## src/rtl/regwb_pkg.sv

```systemverilog
// Shared widths and the write-back request payload for the register-file write-back arbiter.
package regwb_pkg;

    localparam int unsigned DATA_W   = 16;
    localparam int unsigned ADDR_W   = 3;
    localparam int unsigned NUM_REGS = 2 ** ADDR_W;
    localparam int unsigned DEPTH    = 4;
    localparam int unsigned PTR_W    = $clog2(DEPTH);
    localparam int unsigned CNT_W    = $clog2(DEPTH + 1);

    typedef struct packed {
        logic              valid;
        logic [ADDR_W-1:0] rd;
        logic [DATA_W-1:0] data;
    } wb_req_t;

endpackage

```

## src/rtl/regwb_if.sv

```systemverilog
// Producer/register-file side bundle of the write-back arbiter.
// REGWB_FWD_EN adds the forwarding lookup signals.
interface regwb_if;
    import regwb_pkg::*;

    logic              alu_valid;
    logic [ADDR_W-1:0] alu_rd;
    logic [DATA_W-1:0] alu_data;
    logic              alu_ready;
    logic              mem_valid;
    logic [ADDR_W-1:0] mem_rd;
    logic [DATA_W-1:0] mem_data;
    logic              Write_enable;
    logic [ADDR_W-1:0] Write_Add;
    logic [DATA_W-1:0] Write_data;
    logic [NUM_REGS-1:0] pending;
    logic [CNT_W-1:0]  fifo_count;
`ifdef REGWB_FWD_EN
    logic [ADDR_W-1:0] fwd_addr;
    logic              fwd_hit;
    logic [DATA_W-1:0] fwd_data;
`endif

    modport slave (
        input  alu_valid, alu_rd, alu_data, mem_valid, mem_rd, mem_data,
        output alu_ready, Write_enable, Write_Add, Write_data, pending, fifo_count
`ifdef REGWB_FWD_EN
        , input fwd_addr, output fwd_hit, fwd_data
`endif
    );

    modport master (
        output alu_valid, alu_rd, alu_data, mem_valid, mem_rd, mem_data,
        input  alu_ready, Write_enable, Write_Add, Write_data, pending, fifo_count
`ifdef REGWB_FWD_EN
        , output fwd_addr, input fwd_hit, fwd_data
`endif
    );

endinterface

```

## src/rtl/regwb_fifo.sv

```systemverilog
// Circular queue of ALU write requests with squash-by-address; slots are invalidated on pop.
// REGWB_FWD_EN exports slot data and head pointer for the forwarding search.
module regwb_fifo
    import regwb_pkg::*;
(
    input  logic                          clk,
    input  logic                          rst_n,
    input  logic                          push_i,
    input  wb_req_t                       push_req_i,
    input  logic                          pop_i,
    input  logic                          squash_i,
    input  logic [ADDR_W-1:0]             squash_rd_i,
    output wb_req_t                       head_o,
    output logic [CNT_W-1:0]              count_o,
    output logic [DEPTH-1:0]              valid_o,
    output logic [DEPTH-1:0][ADDR_W-1:0]  rd_o
`ifdef REGWB_FWD_EN
    ,
    output logic [DEPTH-1:0][DATA_W-1:0]  data_o,
    output logic [PTR_W-1:0]              rd_ptr_o
`endif
);

    wb_req_t [DEPTH-1:0] slot_q, slot_d;
    logic [PTR_W-1:0]    rd_ptr_q, rd_ptr_d;
    logic [PTR_W-1:0]    wr_ptr_q, wr_ptr_d;
    logic [CNT_W-1:0]    count_q, count_d;

    // Squash hits only entries stored before this edge; the same-edge push lands afterwards.
    always_comb begin
        slot_d   = slot_q;
        rd_ptr_d = rd_ptr_q + PTR_W'(pop_i);
        wr_ptr_d = wr_ptr_q + PTR_W'(push_i);
        count_d  = count_q + CNT_W'(push_i) - CNT_W'(pop_i);
        for (int i = 0; i < int'(DEPTH); i++) begin
            if (squash_i && slot_q[i].valid && (slot_q[i].rd == squash_rd_i)) begin
                slot_d[i].valid = 1'b0;
            end
        end
        if (pop_i) begin
            slot_d[rd_ptr_q].valid = 1'b0;
        end
        if (push_i) begin
            slot_d[wr_ptr_q] = push_req_i;
        end
    end

    always_ff @(posedge clk or negedge rst_n) begin
        if (!rst_n) begin
            slot_q   <= '0;
            rd_ptr_q <= '0;
            wr_ptr_q <= '0;
            count_q  <= '0;
        end else begin
            slot_q   <= slot_d;
            rd_ptr_q <= rd_ptr_d;
            wr_ptr_q <= wr_ptr_d;
            count_q  <= count_d;
        end
    end

    assign head_o  = slot_q[rd_ptr_q];
    assign count_o = count_q;

    always_comb begin
        for (int i = 0; i < int'(DEPTH); i++) begin
            valid_o[i] = slot_q[i].valid;
            rd_o[i]    = slot_q[i].rd;
        end
    end

`ifdef REGWB_FWD_EN
    always_comb begin
        for (int i = 0; i < int'(DEPTH); i++) begin
            data_o[i] = slot_q[i].data;
        end
    end
    assign rd_ptr_o = rd_ptr_q;
`endif

endmodule

```

## src/rtl/regfile_wb_arbiter.sv

```systemverilog
// Merges load and ALU results onto the single register-file write port and tracks pending writes.
// REGWB_FWD_EN adds a combinational forwarding lookup (fwd_addr/fwd_hit/fwd_data).
module regfile_wb_arbiter
    import regwb_pkg::*;
(
    input  logic    clk,
    input  logic    reset,
    regwb_if.slave  bus
);

    wb_req_t                      out_q, out_d;
    wb_req_t                      head;
    wb_req_t                      push_req;
    logic                         push, pop;
    logic                         alu_acc;
    logic [CNT_W-1:0]             count;
    logic [DEPTH-1:0]             fifo_valid;
    logic [DEPTH-1:0][ADDR_W-1:0] fifo_rd;
    logic [NUM_REGS-1:0]          pend;
`ifdef REGWB_FWD_EN
    logic [DEPTH-1:0][DATA_W-1:0] fifo_data;
    logic [PTR_W-1:0]             rd_ptr;
`endif

    assign bus.alu_ready = (count < CNT_W'(DEPTH));
    assign alu_acc       = bus.alu_valid && bus.alu_ready;
    assign push_req      = '{valid: 1'b1, rd: bus.alu_rd, data: bus.alu_data};

    // Load beats queued ALU results; ALU bypasses only when nothing is queued ahead of it.
    always_comb begin
        out_d       = out_q;
        out_d.valid = 1'b0;
        push        = 1'b0;
        pop         = 1'b0;
        if (bus.mem_valid) begin
            out_d = '{valid: 1'b1, rd: bus.mem_rd, data: bus.mem_data};
            push  = alu_acc;
        end else if (count != '0) begin
            pop  = 1'b1;
            push = alu_acc;
            if (head.valid) begin
                out_d = head;
            end
        end else if (alu_acc) begin
            out_d = push_req;
        end
    end

    always_ff @(posedge clk or negedge reset) begin
        if (!reset) begin
            out_q <= '0;
        end else begin
            out_q <= out_d;
        end
    end

    regwb_fifo u_fifo (
        .clk         (clk),
        .rst_n       (reset),
        .push_i      (push),
        .push_req_i  (push_req),
        .pop_i       (pop),
        .squash_i    (bus.mem_valid),
        .squash_rd_i (bus.mem_rd),
        .head_o      (head),
        .count_o     (count),
        .valid_o     (fifo_valid),
        .rd_o        (fifo_rd)
`ifdef REGWB_FWD_EN
        ,
        .data_o      (fifo_data),
        .rd_ptr_o    (rd_ptr)
`endif
    );

    always_comb begin
        pend = '0;
        if (out_q.valid) begin
            pend[out_q.rd] = 1'b1;
        end
        for (int i = 0; i < int'(DEPTH); i++) begin
            if (fifo_valid[i]) begin
                pend[fifo_rd[i]] = 1'b1;
            end
        end
    end

    assign bus.Write_enable = out_q.valid;
    assign bus.Write_Add    = out_q.rd;
    assign bus.Write_data   = out_q.data;
    assign bus.pending      = pend;
    assign bus.fifo_count   = count;

`ifdef REGWB_FWD_EN
    logic [PTR_W-1:0]  idx;
    logic [DATA_W-1:0] fwd_data_c;

    // Walk head to tail so the newest matching queued write wins over the output register.
    always_comb begin
        fwd_data_c = '0;
        idx        = '0;
        if (out_q.valid && (out_q.rd == bus.fwd_addr)) begin
            fwd_data_c = out_q.data;
        end
        for (int k = 0; k < int'(DEPTH); k++) begin
            idx = rd_ptr + PTR_W'(k);
            if (fifo_valid[idx] && (fifo_rd[idx] == bus.fwd_addr)) begin
                fwd_data_c = fifo_data[idx];
            end
        end
    end

    assign bus.fwd_hit  = pend[bus.fwd_addr];
    assign bus.fwd_data = fwd_data_c;
`endif

endmodule
```

## src/flat_wrapper.sv

```systemverilog
// flat-port wrapper written by rule: the top's interface ports become plain ports
module regfile_wb_arbiter_flat import regwb_pkg::*;
  (clk, reset, bus_alu_valid, bus_alu_rd, bus_alu_data, bus_mem_valid, bus_mem_rd, bus_mem_data, bus_alu_ready, bus_Write_enable, bus_Write_Add, bus_Write_data, bus_pending, bus_fifo_count);
  regwb_if bus_i ();
  input  logic clk;
  input  logic reset;
  input wire logic [$bits(bus_i.alu_valid)-1:0] bus_alu_valid;
  input wire logic [$bits(bus_i.alu_rd)-1:0] bus_alu_rd;
  input wire logic [$bits(bus_i.alu_data)-1:0] bus_alu_data;
  input wire logic [$bits(bus_i.mem_valid)-1:0] bus_mem_valid;
  input wire logic [$bits(bus_i.mem_rd)-1:0] bus_mem_rd;
  input wire logic [$bits(bus_i.mem_data)-1:0] bus_mem_data;
  output wire logic [$bits(bus_i.alu_ready)-1:0] bus_alu_ready;
  output wire logic [$bits(bus_i.Write_enable)-1:0] bus_Write_enable;
  output wire logic [$bits(bus_i.Write_Add)-1:0] bus_Write_Add;
  output wire logic [$bits(bus_i.Write_data)-1:0] bus_Write_data;
  output wire logic [$bits(bus_i.pending)-1:0] bus_pending;
  output wire logic [$bits(bus_i.fifo_count)-1:0] bus_fifo_count;
  assign bus_i.alu_valid = bus_alu_valid;
  assign bus_i.alu_rd = bus_alu_rd;
  assign bus_i.alu_data = bus_alu_data;
  assign bus_i.mem_valid = bus_mem_valid;
  assign bus_i.mem_rd = bus_mem_rd;
  assign bus_i.mem_data = bus_mem_data;
  assign bus_alu_ready = bus_i.alu_ready;
  assign bus_Write_enable = bus_i.Write_enable;
  assign bus_Write_Add = bus_i.Write_Add;
  assign bus_Write_data = bus_i.Write_data;
  assign bus_pending = bus_i.pending;
  assign bus_fifo_count = bus_i.fifo_count;
  regfile_wb_arbiter u_core (.clk(clk), .reset(reset), .bus(bus_i));
endmodule
```

## config.mk

```make
export PLATFORM = sky130hd
export DESIGN_NAME = regfile_wb_arbiter_flat
export DESIGN_NICKNAME = d
export VERILOG_FILES = /design/src/rtl/regwb_pkg.sv /design/src/rtl/regwb_if.sv /design/src/rtl/regwb_fifo.sv /design/src/rtl/regfile_wb_arbiter.sv /design/src/flat_wrapper.sv
export SDC_FILE = /design/constraint.sdc
export NUM_CORES = 1
export LEC_CHECK = 0
export CAP_MARGIN = 30
export CORE_MARGIN = 4
export CORE_UTILIZATION = 55
export CTS_BUF_LIST = sky130_fd_sc_hd__clkbuf_8
export CTS_CLUSTER_DIAMETER = 120
export DETAILED_ROUTE_END_ITERATION = 10
export GPL_ROUTABILITY_DRIVEN = 0
export PLACE_DENSITY = 0.8
export SETUP_SLACK_MARGIN = 0.02
export SLEW_MARGIN = 20
export SYNTH_ARGS = -nofsm -noshare
export SYNTH_HDL_FRONTEND = slang
export SYNTH_SLANG_ARGS = --single-unit
```

## constraint.sdc

```tcl
create_clock -name clk -period 2.55 [get_ports clk]
set_input_delay 0.255 -clock clk [delete_from_list [all_inputs] [get_ports clk]]
set_output_delay 0.255 -clock clk [all_outputs]
set_load 0.05 [all_outputs]
```

# == Word level (Yosys, flattened, before mapping) ==
# Cells that the tools add are included.
# Widths: inputs -> output; s select.
# classes
bitwise_logic,4
eq_ne,5
n_addsub,4
reduce_logical,19
n_mux,37
magnitude_cmp,15
# ops
operator,count
$bwmux 80,2
$mux 80,2
$mux 20,7
$demux 20 s2,2
$bmux 20 s2,1
$mux 8,5
$or 8x8->8,4
$lt 3x4->1 const B,5
$logic_and 1x1->1,16
$demux 1 s3,5
$ge 3x1->1 const B,5
$mux 1,13
$eq 3x3->1,4
$lt 2x3->1 const B,2
$reduce_bool 3->1,2
$add 2x1->2,2
$ge 2x1->1 const B,2
$add 3x1->3,1
$lt 3x3->1 const B,1
$ne 3x2->1 const B,1
$sub 3x1->3,1
$reduce_and 2->1,1
# word_totals
register_bits,107

# == Depth between registers and ports, before layout ==
# depth
depth_word,13
depth_mapped,9
mapped_depth_nobuf,7

# == Hierarchy ==
# Synthesis repeated with hierarchy kept, for this count alone.
# hier_totals
hier_cells,416
area_unflattened_um2,5675.4
# by_module_without_submodules
module,area_each_um2,instances,cells_each
regwb_fifo,4159.0,1,262
regfile_wb_arbiter,1516.5,1,154

# == Least setup slack after synthesis ==
# Ideal clock, no wire load.
# synth_path
kind,input -> register
startpoint,input port bus_mem_valid
endpoint,register u_core.u_fifo.count_q[2] (netlist: u_core.u_fifo.count_o[2])
t_required_ns,2.427
setup_slack_ns,0.307
arrival_ns,2.120
n_path_buf,3
cell_stages,9
path_cell_list,clkbuf_1 > clkbuf_1 > clkbuf_1 > nor2_1 > ha_1 > inv_1 > ha_1 > fa_1 > xnor2_1
# synth_between
elab_chain_cells,3
# synth_rtl
element,line_no,source
"start, declared",flat_wrapper.sv:10,input wire logic [$bits(bus_i.mem_valid)-1:0] bus_mem_valid;
$mux 1,regfile_wb_arbiter.sv:35,if (bus.mem_valid) begin
$add 3x1->3,regwb_fifo.sv:34,count_d = count_q + CNT_W'(push_i) - CNT_W'(pop_i);
$sub 3x1->3 *,regwb_fifo.sv:34,
named net u_core.u_fifo.count_d[2],regwb_fifo.sv:27,"logic [CNT_W-1:0] count_q, count_d;"
"end signal, assigned",regwb_fifo.sv:58,count_q <= count_d;
"end, declared",regwb_fifo.sv:27,
# The timed path passes the listed nets; every way through them passes the cells marked *.
# A chain may end at the register's enable or synchronous reset.

# == Worst setup path after layout ==
# layout_path
startpoint,"register u_core.u_fifo.slot_q, in the netlist u_core.u_fifo.rd_o[7]"
endpoint,output port bus_pending[0]
# layout_between
elab_chain_cells,8
# layout_rtl
element,line_no,source
"start, declared",regwb_fifo.sv:24,"wb_req_t [DEPTH-1:0] slot_q, slot_d;"
"start signal, assigned",regwb_fifo.sv:55,slot_q <= slot_d;
$lt 3x4->1 (not written as such) / $ge 3x1->1 (equally long branches),regfile_wb_arbiter.sv:83,pend[fifo_rd[i]] = 1'b1;
$logic_and 1x1->1 (not written as such),regfile_wb_arbiter.sv:83,
$mux 1 (not written as such),regfile_wb_arbiter.sv:83,
$demux 1 s3 *,n/a,
$or 8x8->8 (no line) *,n/a,
$mux 8 *,regfile_wb_arbiter.sv:82,if (fifo_valid[i]) begin
$or 8x8->8 (no line),n/a,
$mux 8 *,regfile_wb_arbiter.sv:82,
"end, declared",flat_wrapper.sv:17,output wire logic [$bits(bus_i.pending)-1:0] bus_pending;
# Every way passes the cells marked *; elsewhere a longest branch is shown, timed or not.

==> metrics.cfg <==
[die]
die_width_um = 110
die_area_um2 = 12000
die_h_um = 110
std_cell_rows = 36
ioPinCount = 74
initial_utilization_pct = 57.3
core_area_um2 = 9910

[cells_and_area]
drive_gt1_share_pct = 27.3
n_antenna_cell = 0
syn_to_final_growth_pct = 17.9
final_cell_mix = dfrtp_1 (107), mux2_2 (83), clkdlybuf4s50_1 (63)
nets = 556
final_cells = 646
layout_commonest_cell = dfrtp_1
fillers = 723
final_cell_area_um2 = 6700

[clock_tree]
clock_path_buffers = 2
clock-sinks = 107
clk_pin_slew_ps = 90
tritoncts = built
htreeDepth = 3
clk-insertion-delay-late_ps = 360
cts-root-buf = clkbuf_8
cts_buffers = 9

[synth]
syn_area_um2 = 5680
synth.top_cell.area_share_pct = 47.2
synth.largest_area_cell = dfrtp_1
ys_seq_area_share_pct = 47.2
synth_edf_count = 0
postSynthCellCount = 458
synth.distinct_cells = 43
ys.flop_type = dfrtp_1
synth.area.top_cells = dfrtp_1 (47%), mux2_2 (16%), mux4_2 (7.9%)
syn_avg_cell_area_um2 = 12.4
synthesis.nets = 505
yosys_warnings = 0
ys_ff_latch = 107
synthArstFlopShare_pct = 100

[place]
dp.cells = 630
place_area_um2 = 6480
pre_cts_ws_ps = 317
portBuffers = 73
dp_hpwl_um = 8820

[grt]
grt_antenna_before_repair = 0
grt_pass1_vias = 4286
grt_max_degree = 67
grt_remaining_overflow = 0
grt_first_pass_wirelength_um = 22200
track_usage_pct = 24.0

[setup_path]
arrival_ps = 2130
crit_path_start_kind = flip-flop
cp_cell_sequence = nor4b_1, or4_1, a21o_1, dlygate4sd2_1
cp_max_fo = 10
criticalPathCategory = flip-flop to primary output
slowest_stage = dfrtp_1
crit_buf_inv = 1
crit_family = simple AND/OR/NAND/NOR gates
critical_path.max_stage_delay_ps = 540
crit_path_start = u_core.u_fifo.rd_o[7]$_DFFE_PN0P_
crit_required_ps = 2300
crit_path_end_kind = primary output
timing.rr.start = u_core.u_fifo.valid_o[3]$_DFF_PN0_

[sta]
period_needed_ps = 2380
slew_viol_final = 0
fin_worst_skew_ps = 11.6
finalCritPeriodShare_pct = 93.4
rsz0062_at_grt = false
hold_violations = 0
worstMarginPinSlew_ps = 808
max_freq_mhz = 420
setup_violations = 0
setup_tns_ps = 0
finalWorstSetupSlack_ps = 168
maxSlewHeadroom_pct = 46.1

[detailed_routing]
dr.pass1.iters = 8
drt_iter0_markers = 348
drt_wl_total_um = 13600
drc = 0
via_per_inst = 6.46
vias = 4176
wire_per_inst_um = 21.1
ant_nets = 0

[power_and_ir_drop]
power_mw = 9.11
irDropWorstVdd_v = 0.000955
p_per_area_nw_per_um2 = 1360
cellLeakagePower_nw = 2.73

[hold_path]
min_path_type = input pin to flip-flop
holdCritStartpoint = bus_mem_valid

[run_status]
status = finished clean

[job]
maxCapViolations = 0

## tightest hold or removal path: stages
cell and delay (ps):
buf_2 130, nor4_1 70, o21bai_1 110
## kinds of logic after synthesis
kind of cell    count (synthesis)  share of synthesized area, %
fa+ha+maj                       5                          1.23
simple gates                   84                          9.15
flops                         107                          47.2
mux                           104                          24.6
compound gates                 81                          10.5
xor+xnor                       16                          2.47
buf+inv                        61                          4.94
## flip-flops by register name (all words and copies together) (netlist names)
register	cells
u_core.u_fifo.rd_ptr_q	2
u_core.bus.Write_enable	1
u_core.u_fifo.slot_q	64
u_core.u_fifo.rd_o	12
u_core.u_fifo.count_o	3
u_core.u_fifo.valid_o	4
u_core.bus.Write_Add	3
u_core.bus.Write_data	16
u_core.u_fifo.wr_ptr_q	2
## cell usage after synthesis, types with 3 or more instances
library cell / instances
and2_1: 11
mux4_2: 20
nor4_1: 3
nand2_1: 9
o41ai_1: 3
mux2_2: 83
buf_2: 11
dfrtp_1: 107
a311o_1: 3
clkbuf_1: 30
or3_1: 5
ha_1: 4
xor2_1: 12
o21ai_0: 9
nor2_1: 4
o32ai_1: 6
buf_1: 3
o22ai_1: 5
a2111oi_0: 18
nor4b_1: 7
inv_1: 11
xnor2_1: 4
buf_6: 5
a31oi_1: 30
nand2b_1: 10
nand4_1: 23
## per-layer routing
metal | track usage [%] | wire length (um)
met5 | 0 | 0
met3 | 4.99 | 892
met2 | 38.8 | 6800
met1 | 33.3 | 5730
met4 | 6.14 | 180
## report_power, final
part           switching [mW]  internal [mW]
clock network           0.570          0.452
logic                    2.62           2.16
registers               0.759           2.56
total                    3.95           5.16
## worst paths after layout
kind	slack [ps]	cells after the start	end
hold / removal	240	3	u_core.u_fifo.valid_o[1]$_DFF_PN0_
min in group asynchronous	400	2	u_core.u_fifo.slot_q[47]$_DFFE_PN0P_
setup reg to reg	320	4	u_core.bus.Write_Add[2]$_DFFE_PN0P_
setup / recovery	170	4	bus_pending[0]
max in group asynchronous	1410	3	u_core.u_fifo.rd_ptr_q[0]$_DFF_PN0_
hold reg to reg	510	1	u_core.u_fifo.slot_q[42]$_DFFE_PN0P_
## area by class of cell
class | instances | area (um2) | area share, %
multi-input cells | 290 | 2750 | 41.0
flip-flops and latches | 107 | 2680 | 40.0
repair buffers | 89 | 871 | 13.0
well taps | 133 | 166 | 2.49
clock buffers | 9 | 124 | 1.85
clock inverters | 6 | 67.6 | 1.01
inverters | 12 | 45.0 | 0.673
## through the flow
| step | util (%) | hold slack, ps |
|---|---|---|
| floorplan | - | -40.6 |
| global placement | 65.4 | 272 |
| detailed placement | 65.4 | 278 |
| CTS | 67.4 | 237 |
| global route | 67.6 | 280 |
| finish | 67.6 | 245 |
## what timing repair did
action                                 in CTS  in global routing
resized for setup                           2                  6
hold buffers                                1                  0
endpoints found under the hold margin      41                  0
setup endpoints to repair                   2                  6
buffers inserted                            0                  0
No activity file was read; power rests on OpenSTA's default activity.
